**src/rtl/alu_exec_unit.sv**
```systemverilog
// -----------------------------------------------------------------------------
// alu_exec_unit
//
// Registered execute stage. Single-cycle ops (add/sub/logic/shift) land in
// Result one edge after Start. Signed MULT (shift-add) and, when built with
// ALU_DIVIDER_EN, signed DIV (restoring) iterate WIDTH cycles on operand
// magnitudes, then a FINISH cycle applies signs and writes HI/LO/Result.
//
// Configuration macro: ALU_DIVIDER_EN
//   defined   -> code 0011 is a signed iterative divide
//   undefined -> code 0011 is an unsupported single-cycle code (Result = 0)
//
// Handshake: Start is sampled only in IDLE. Busy is high while a multi-cycle
// op is in flight; Start is ignored then. Done is a one-cycle pulse on the
// edge that writes the result (single-cycle op or FINISH).
//
// Ports:
//   clock, reset      clock / async active-high reset
//   ALU_control [3:0] operation code
//   Operand_A   [W]   rs; dividend / multiplicand
//   Operand_B   [W]   rt; divisor / multiplier / shift source
//   Shamt       [5]   shift amount
//   Start             launch request
//   Result      [W]   registered result
//   HI, LO      [W]   product halves / remainder, quotient
//   Zero              Result == 0 (combinational)
//   Busy, Done        handshake status
//   fsm_state   [2]   debug view of the FSM state (0 IDLE,1 MULT,2 DIV,3 FINISH)
// -----------------------------------------------------------------------------
module alu_exec_unit #(
    parameter int WIDTH = 32
) (
    input  logic             clock,
    input  logic             reset,
    input  logic [3:0]       ALU_control,
    input  logic [WIDTH-1:0] Operand_A,
    input  logic [WIDTH-1:0] Operand_B,
    input  logic [4:0]       Shamt,
    input  logic             Start,
    output logic [WIDTH-1:0] Result,
    output logic [WIDTH-1:0] HI,
    output logic [WIDTH-1:0] LO,
    output logic             Zero,
    output logic             Busy,
    output logic             Done,
    output logic [1:0]       fsm_state
);

    localparam int CW = $clog2(WIDTH);

    localparam logic [3:0] OP_ADD  = 4'b0000;
    localparam logic [3:0] OP_SUB  = 4'b0001;
    localparam logic [3:0] OP_MULT = 4'b0010;
`ifdef ALU_DIVIDER_EN
    localparam logic [3:0] OP_DIV  = 4'b0011;
`endif
    localparam logic [3:0] OP_SLL  = 4'b0100;
    localparam logic [3:0] OP_SRL  = 4'b0101;
    localparam logic [3:0] OP_AND  = 4'b1000;
    localparam logic [3:0] OP_OR   = 4'b1001;
    localparam logic [3:0] OP_XOR  = 4'b1010;
    localparam logic [3:0] OP_NOR  = 4'b1011;

    typedef enum logic [1:0] {
        IDLE   = 2'd0,
        MULT   = 2'd1,
        DIV    = 2'd2,
        FINISH = 2'd3
    } state_t;

    state_t           state;
    logic [CW-1:0]    cnt;
    // Shared iteration registers:
    //   MULT: acc_hi = partial product upper half, acc_lo = multiplier / product low
    //   DIV:  acc_hi = partial remainder,          acc_lo = dividend / quotient
    logic [WIDTH-1:0] acc_hi;
    logic [WIDTH-1:0] acc_lo;
    // Multiplicand magnitude (MULT) or divisor magnitude (DIV)
    logic [WIDTH-1:0] operand_mag;
    // Final result negated when operand signs differ
    logic             sign_neg;
`ifdef ALU_DIVIDER_EN
    logic             is_div;
    logic             sign_a;     // remainder takes the dividend's sign
    logic [WIDTH-1:0] a_saved;    // original dividend, returned in HI on divide by zero
    logic             b_zero;
`endif

    assign fsm_state = state;
    assign Zero      = (Result == '0);

    function automatic logic [WIDTH-1:0] magnitude(input logic [WIDTH-1:0] v);
        return v[WIDTH-1] ? (~v + 1'b1) : v;
    endfunction

    // ---------------- single-cycle datapath ----------------
    logic [WIDTH-1:0] single_result;
    always_comb begin
        single_result = '0;
        case (ALU_control)
            OP_ADD:  single_result = Operand_A + Operand_B;
            OP_SUB:  single_result = Operand_A - Operand_B;
            OP_SLL:  single_result = Operand_B << Shamt;
            OP_SRL:  single_result = Operand_B >> Shamt;
            OP_AND:  single_result = Operand_A & Operand_B;
            OP_OR:   single_result = Operand_A | Operand_B;
            OP_XOR:  single_result = Operand_A ^ Operand_B;
            OP_NOR:  single_result = ~(Operand_A | Operand_B);
            default: single_result = '0;
        endcase
    end

    // ---------------- multiplier step ----------------
    // Add the multiplicand when the current multiplier LSB is set, then the
    // whole {carry, acc_hi, acc_lo} shifts right by one.
    logic [WIDTH:0] mult_sum;
    always_comb begin
        mult_sum = {1'b0, acc_hi} + (acc_lo[0] ? {1'b0, operand_mag} : {(WIDTH+1){1'b0}});
    end

`ifdef ALU_DIVIDER_EN
    // ---------------- divider step ----------------
    // Shift the next dividend bit into the remainder and try subtracting the
    // divisor; a borrow (MSB set) means restore and emit a 0 quotient bit.
    logic [WIDTH:0] div_shift;
    logic [WIDTH:0] div_trial;
    always_comb begin
        div_shift = {acc_hi, acc_lo[WIDTH-1]};
        div_trial = div_shift - {1'b0, operand_mag};
    end
`endif

    // ---------------- sign fix-up at FINISH ----------------
    logic [2*WIDTH-1:0] prod_mag;
    logic [2*WIDTH-1:0] prod_signed;
    logic [WIDTH-1:0]   fin_hi;
    logic [WIDTH-1:0]   fin_lo;
    always_comb begin
        prod_mag    = {acc_hi, acc_lo};
        prod_signed = sign_neg ? (~prod_mag + 1'b1) : prod_mag;
        fin_hi      = prod_signed[2*WIDTH-1:WIDTH];
        fin_lo      = prod_signed[WIDTH-1:0];
`ifdef ALU_DIVIDER_EN
        if (is_div) begin
            if (b_zero) begin
                fin_hi = a_saved;
                fin_lo = '1;
            end else begin
                fin_lo = sign_neg ? (~acc_lo + 1'b1) : acc_lo;
                fin_hi = sign_a   ? (~acc_hi + 1'b1) : acc_hi;
            end
        end
`endif
    end

    // ---------------- FSM and registered outputs ----------------
    always_ff @(posedge clock or posedge reset) begin
        if (reset) begin
            state       <= IDLE;
            cnt         <= '0;
            acc_hi      <= '0;
            acc_lo      <= '0;
            operand_mag <= '0;
            sign_neg    <= 1'b0;
            Result      <= '0;
            HI          <= '0;
            LO          <= '0;
            Busy        <= 1'b0;
            Done        <= 1'b0;
`ifdef ALU_DIVIDER_EN
            is_div      <= 1'b0;
            sign_a      <= 1'b0;
            a_saved     <= '0;
            b_zero      <= 1'b0;
`endif
        end else begin
            case (state)
                IDLE: begin
                    Done <= 1'b0;
                    if (Start) begin
                        case (ALU_control)
                            OP_MULT: begin
                                operand_mag <= magnitude(Operand_A);
                                acc_hi      <= '0;
                                acc_lo      <= magnitude(Operand_B);
                                sign_neg    <= Operand_A[WIDTH-1] ^ Operand_B[WIDTH-1];
                                cnt         <= '0;
                                Busy        <= 1'b1;
`ifdef ALU_DIVIDER_EN
                                is_div      <= 1'b0;
`endif
                                state       <= MULT;
                            end
`ifdef ALU_DIVIDER_EN
                            OP_DIV: begin
                                operand_mag <= magnitude(Operand_B);
                                acc_hi      <= '0;
                                acc_lo      <= magnitude(Operand_A);
                                sign_neg    <= Operand_A[WIDTH-1] ^ Operand_B[WIDTH-1];
                                sign_a      <= Operand_A[WIDTH-1];
                                a_saved     <= Operand_A;
                                b_zero      <= (Operand_B == '0);
                                is_div      <= 1'b1;
                                cnt         <= '0;
                                Busy        <= 1'b1;
                                state       <= DIV;
                            end
`endif
                            default: begin
                                Result <= single_result;
                                Done   <= 1'b1;
                            end
                        endcase
                    end
                end

                MULT: begin
                    acc_hi <= mult_sum[WIDTH:1];
                    acc_lo <= {mult_sum[0], acc_lo[WIDTH-1:1]};
                    cnt    <= cnt + 1'b1;
                    if (cnt == CW'(WIDTH-1)) state <= FINISH;
                end

                DIV: begin
`ifdef ALU_DIVIDER_EN
                    if (div_trial[WIDTH]) begin
                        acc_hi <= div_shift[WIDTH-1:0];
                        acc_lo <= {acc_lo[WIDTH-2:0], 1'b0};
                    end else begin
                        acc_hi <= div_trial[WIDTH-1:0];
                        acc_lo <= {acc_lo[WIDTH-2:0], 1'b1};
                    end
                    cnt <= cnt + 1'b1;
                    if (cnt == CW'(WIDTH-1)) state <= FINISH;
`else
                    // Unreachable without the divider; recover to IDLE.
                    Busy  <= 1'b0;
                    state <= IDLE;
`endif
                end

                FINISH: begin
                    HI     <= fin_hi;
                    LO     <= fin_lo;
                    Result <= fin_lo;
                    Done   <= 1'b1;
                    Busy   <= 1'b0;
                    state  <= IDLE;
                end

                default: state <= IDLE;
            endcase
        end
    end

endmodule

```
**config.mk**
```make
export PLATFORM = sky130hd
export DESIGN_NAME = alu_exec_unit
export DESIGN_NICKNAME = d
export VERILOG_FILES = /design/src/rtl/alu_exec_unit.sv
export SDC_FILE = /design/constraint.sdc
export NUM_CORES = 1
export LEC_CHECK = 0
export CAP_MARGIN = 40
export CORE_UTILIZATION = 54
export CTS_BUF_LIST = sky130_fd_sc_hd__clkbuf_2 sky130_fd_sc_hd__clkbuf_4 sky130_fd_sc_hd__clkbuf_8
export DETAILED_ROUTE_END_ITERATION = 8
export PLACE_DENSITY = 0.8
export SYNTH_ARGS = -nofsm -noshare
export SYNTH_HDL_FRONTEND = slang
export SYNTH_SLANG_ARGS = --single-unit
```
**constraint.sdc**
```tcl
create_clock -name clock -period 9.8 [get_ports clock]
set_input_delay 0.98 -clock clock [delete_from_list [all_inputs] [get_ports clock]]
set_output_delay 0.98 -clock clock [all_outputs]
set_load 0.03 [all_outputs]
```
### Yosys cells after proc, flatten, opt, wreduce, memory -nomap -nowiden

Index checks and enable logic that the tools add are counted.

* muxes and demuxes: 27
* add/subtract/negate cells: 7
* order comparisons: 0
* reductions and logical operators: 12
* bitwise operators: 8
* shift-type cells: 2
* div/mod/pow operators: 0
* equal/unequal tests: 16
* multiply operators: 0

Operators with widths (count)
* $mux W32: 9
* $pmux W32 S8: 1
* $pmux W32 S2: 3
* $not A32 Y32: 3
* $add A32 B1 Y32 const B: 2
* $add A64 B1 Y64 const B: 1
* $mux W64: 1
* $not A64 Y64: 1
* $add A32 B32 Y33: 1
* $add A32 B32 Y32: 1
* $and A32 B32 Y32: 1
* $logic_not A32 Y1: 1
* $or A32 B32 Y32: 1
* $shl A32 B5 Y32: 1
* $shr A32 B5 Y32: 1
* $sub A32 B32 Y32: 1
* $xor A32 B32 Y32: 1
* $eq A4 B4 Y1 const B: 4
* $reduce_and A3 Y1: 5
* $mux W5: 2
* $pmux W5 S2: 1
* $eq A4 B3 Y1 const B: 2
* $mux W2: 3
* $ne A2 B2 Y1 const B: 3
* other kinds (15): 22

* bits in latches: 0
* memories: 0
* bits in registers: 202
* ROM bits: 0
* output and inout bits: 101
* memory bits (writable): 0

### Longest topological paths before layout

* depth in word-level cells: 6
* gate-level depth with buffers: 20

### Worst setup path after synthesis

No wires, ideal clock.

* path kind: input to register
* from: in Operand_B[1]
* to: reg Result[28]
* stages: 17
* data required time: 9.728 ns
* setup time: 0.072 ns
* setup slack: 4.806 ns
* data arrival time: 4.922 ns
* cells stage by stage: clkbuf_1 -> inv_1 -> ha_1 -> nand2b_1 -> nand4b_1 -> nand2b_1 -> or3_1 -> or3_1 -> o31ai_1 -> xnor2_1 -> ha_1 -> nand4_1 -> a2111oi_0 -> o21ai_0 -> a21oi_1 -> mux2_2 -> nor2_1

* word-level cells in the longest chain between the ends: 5
* elaborated cells between the ends (all ways): 8
* classes of those cells: add/sub: 2; shift: 2; mux: 4

Ends and longest elaborated chain
* from (decl): RTL line 37 `input logic [WIDTH-1:0] Operand_B,`
* $sub A32 B32 Y32, or another cell as far along: RTL line 102 `OP_SUB: single_result = Operand_A - Operand_B;`
* $pmux W32 S8 (*): RTL line 100 `case (ALU_control)`
* $mux W32 (*): RTL line 181 `case (ALU_control)`
* $mux W32 (*): RTL line 180 `if (Start) begin`
* $pmux W32 S2 (*): RTL line 177 `case (state)`
* to (signal assigned): RTL line 210 `Result <= single_result;`
* to (signal assigned): RTL line 245 `Result <= fin_lo;`
* to (decl): RTL line 40 `output logic [WIDTH-1:0] Result,`

Mark *: on every way between the ends. The rest lies on a longest branch, timed or not. The select of a mux whose other input is x is not followed.
A chain may end at the register's enable or synchronous reset.

### Worst setup path after layout

* from: in Operand_B[0]
* to: reg Result[28]

Same word-level chain as after synthesis.

==> results.py <==
metrics = {
    "status": {
        "outcome": "finished clean",
    },
    "routing": {
        "viasPerCell": 6.78,
        "drc": 0,
        "initialDrtViolationCount": 2623,
        "vias": 21005,
        "final_antenna_net_count": 0,
        "drt-wirelength-per-cell_um": 27.0,
        "wirelength_um": 83700,
        "firstDrtPassIters": 6,
    },
    "floorplanning": {
        "die_height_um": 196,
        "ios": 177,
        "core_area_um2": 36900,
        "start_util_pct": 55.3,
        "die_area_um2": 38600,
        "std_cell_rows": 70,
        "die_width_um": 196,
    },
    "sta": {
        "relSlewSlack_pct": 33.6,
        "hold-worst-slack_ns": 0.473,
        "hold_viol": 0,
        "min_period_over_period_pct": 54.0,
        "max_freq_ghz": 0.189,
        "tns_ns": 0,
        "final.min_clock_period_ns": 5.29,
        "setup_viol": 0,
        "tightest_slew_ns": 0.995,
        "final-max-slew-violation-count": 0,
        "worst_slack_ns": 4.51,
        "clock_skew_ns": 0.0415,
        "rsz0062_at_grt": "false",
    },
    "final_layout": {
        "nets": 2780,
        "fill_cells": 3129,
        "final_layout_size_suffix_gt1_share_pct": 9.34,
        "area_growth_pct": 14.6,
        "final_area_um2": 23400,
    },
    "power": {
        "p_switching_mw": 2.84,
        "p_seq_share_pct": 28.0,
        "p_int_mw": 2.91,
        "p_comb_share_pct": 56.5,
        "pwr_density_cell_nw_per_um2": 246,
        "pwr-share-clk_pct": 15.5,
        "ir_drop_mv": 0.258,
        "p_leak_nw": 9.79,
        "swShare_pct": 49.4,
    },
    "clock_tree": {
        "cts-root-buf": "clkbuf_8",
        "clk_pin_slew_ns": 0.06,
        "cts.path.max_buffers": 3,
        "clock_sinks": 202,
        "cts-htree-levels": 2,
        "clk_latency_ns": 0.61,
        "cts_tree": "done",
        "cts_hold_buf": 0,
        "postCtsSetupRepairBufs": 0,
        "numCtsBuffers": 37,
        "cts_resized": 0,
    },
    "logic_synthesis": {
        "synth_cells": 2471,
        "seq_area_frac_synth_pct": 24.8,
        "synth-edff-count": 0,
        "yosysUniqueCellTypes": 84,
        "synth_area_um2": 20400,
        "syn_nets": 2686,
        "synth_seq_cells": 202,
        "synthFlopType": "dfrtp_1",
        "yosysWarnings": 0,
        "syn_avg_cell_area_um2": 8.26,
        "synth-async-reset-ratio_pct": 100,
    },
    "place": {
        "hpwl_um": 64900,
        "dpl_worst_slack_ns": 3.98,
        "place_congestion": 1.05,
        "numPortBuffers": 176,
        "place_area_um2": 22600,
    },
    "critical_path": {
        "worstSetupPathType": "in2reg",
        "end_kind": "flop",
        "required_ns": 10.34,
        "r2r_cells": 7,
        "crit_path_end": "Result[28]",
        "crit_start": "Operand_B[0]",
        "r2r-start": "acc_lo[20]",
        "r2r_slack_ns": 5.85,
        "start_kind": "input pin",
        "reg2reg_to": "HI[25]",
        "crit_path_max_fanout": 11,
        "crit_arrival_ns": 5.83,
    },
    "global_route": {
        "grt_usage_pct": 43.1,
        "overflow": 0,
        "grt_max_degree": 123,
        "antenna_found_initial": 3,
        "grt_pass1_wl_um": 124000,
        "grt_pass1_vias": 19569,
    },
    "worst_hold_path": {
        "hold_class": "reg2reg",
        "min-delay-start": "operand_mag[27]",
    },
    "job": {
        "maxCapViolCount": 0,
    },
}
[cell type report]
class | count | area (um^2) | share of cell area [%]
antenna | 1 | 2.50 | 0.0107
clock buffer | 58 | 729 | 3.12
clock inverter | 8 | 75.1 | 0.321
inverter | 126 | 480 | 2.06
multi-input combinational | 1974 | 14300 | 61.0
sequential | 202 | 5050 | 21.6
tap | 504 | 631 | 2.70
timing repair buffer | 224 | 2140 | 9.15
[cell usage after synthesis (6+ instances only)]
cell,instances,area (um^2)
o211ai_1,15,113
o21bai_1,11,82.6
nor2b_1,12,75.1
a21oi_1,146,731
or3_1,25,156
o31ai_1,54,405
nor3_1,34,170
a22oi_1,37,278
clkbuf_1,131,492
mux2i_1,86,861
nor4_1,21,131
nor2_1,214,803
mux2_2,23,259
xor2_1,40,350
and3_1,15,93.8
o22ai_1,19,119
nand3_1,28,140
a21o_1,18,135
a2111oi_0,6,52.6
nand2b_1,29,181
mux4_2,64,1440
buf_1,26,97.6
nand4_1,22,138
nand3b_1,11,82.6
inv_1,125,469
a221oi_1,16,140
o41ai_1,18,158
o21ai_0,243,1220
buf_2,11,55.1
a31oi_1,29,181
xnor2_1,164,1440
ha_1,137,1710
o21a_1,13,97.6
and2_1,38,238
a211oi_1,31,233
nand2_1,231,867
dfrtp_1,202,5050
or4_1,14,105
or2_2,13,81.3
a22o_1,6,52.6
[logic make-up after synthesis]
logic type	count (synthesis)	synth area share, %
buf+inv	295	5.53
fa+ha+maj	139	8.60
xor+xnor	204	8.76
simple gates	731	17.3
mux	173	12.6
compound gates	727	22.5
flops	202	24.8
[power by group through the flow]
stage | Combinational, mW | Clock (mW) | Sequential (mW)
6_report | 3.24 | 0.892 | 1.61
5_1_grt | 3.47 | 0.930 | 1.64
4_1_cts | 3.19 | 0.891 | 1.59
3_5_place_dp | 3.17 | 0 | 1.60
3_3_place_gp | 3.09 | 0 | 1.58
2_1_floorplan | 1.71 | 0 | 1.83
[per-stage QoR]
stage | cells | utilization (%) | power, mW
floorplan | 2471 | - | 3.54
global placement | 3024 | 61.0 | 4.67
detailed placement | 3029 | 61.2 | 4.77
CTS | 3095 | 63.4 | 5.67
global route | 3096 | 63.4 | 6.04
finish | 3097 | 63.4 | 5.75
[cell usage in the layout, fill, tap and decap left out, drive strengths merged, types with 40 or more instances in the layout]
cell type      count
buf               53
nand2            231
o21ai            244
a21oi            146
clkdlybuf4s50    171
o31ai             54
mux4              64
xor2              40
clkbuf            58
xnor2            164
inv              127
dfrtp            202
ha               137
nor2             214
mux2i             86
[worst max-delay path: stages]
cell             delay [ns]
clkdlybuf4s50_1        0.61
inv_1                  0.17
ha_1                   0.22
nand2b_1               0.10
nand4b_1               0.25
nand2b_1               0.22
or3_1                  0.36
or3_1                  0.40
o31ai_1                0.27
xnor2_1                0.12
ha_1                   0.42
nand4_1                0.18
or3_1                  0.40
o211ai_1               0.24
o21ai_0                0.20
a21oi_1                0.23
mux2_2                 0.36
nor2_1                 0.10
[registers in the layout, summed over array words and instances, names as in the netlist]
name,count
HI,32
LO,32
Result,32
acc_hi,32
acc_lo,32
operand_mag,32
cnt,5
fsm_state,2
Busy,1
Done,1
sign_neg,1
[per-layer routing]
| layer | global-route usage (%) | wire, um |
|---|---|---|
| met3 | 8.08 | 8590 |
| met1 | 58.3 | 33600 |
| met5 | 0 | 13 |
| met2 | 65.4 | 36500 |
| met4 | 23.2 | 5020 |
[worst min path at each step]
stage	cells after the start	end
finish	2	operand_mag[27]
detailed placement	2	operand_mag[27]
CTS	2	operand_mag[27]
global placement	2	operand_mag[30]
floorplan	2	operand_mag[31]
global route	2	operand_mag[16]
(Power assumes the default switching activity.)
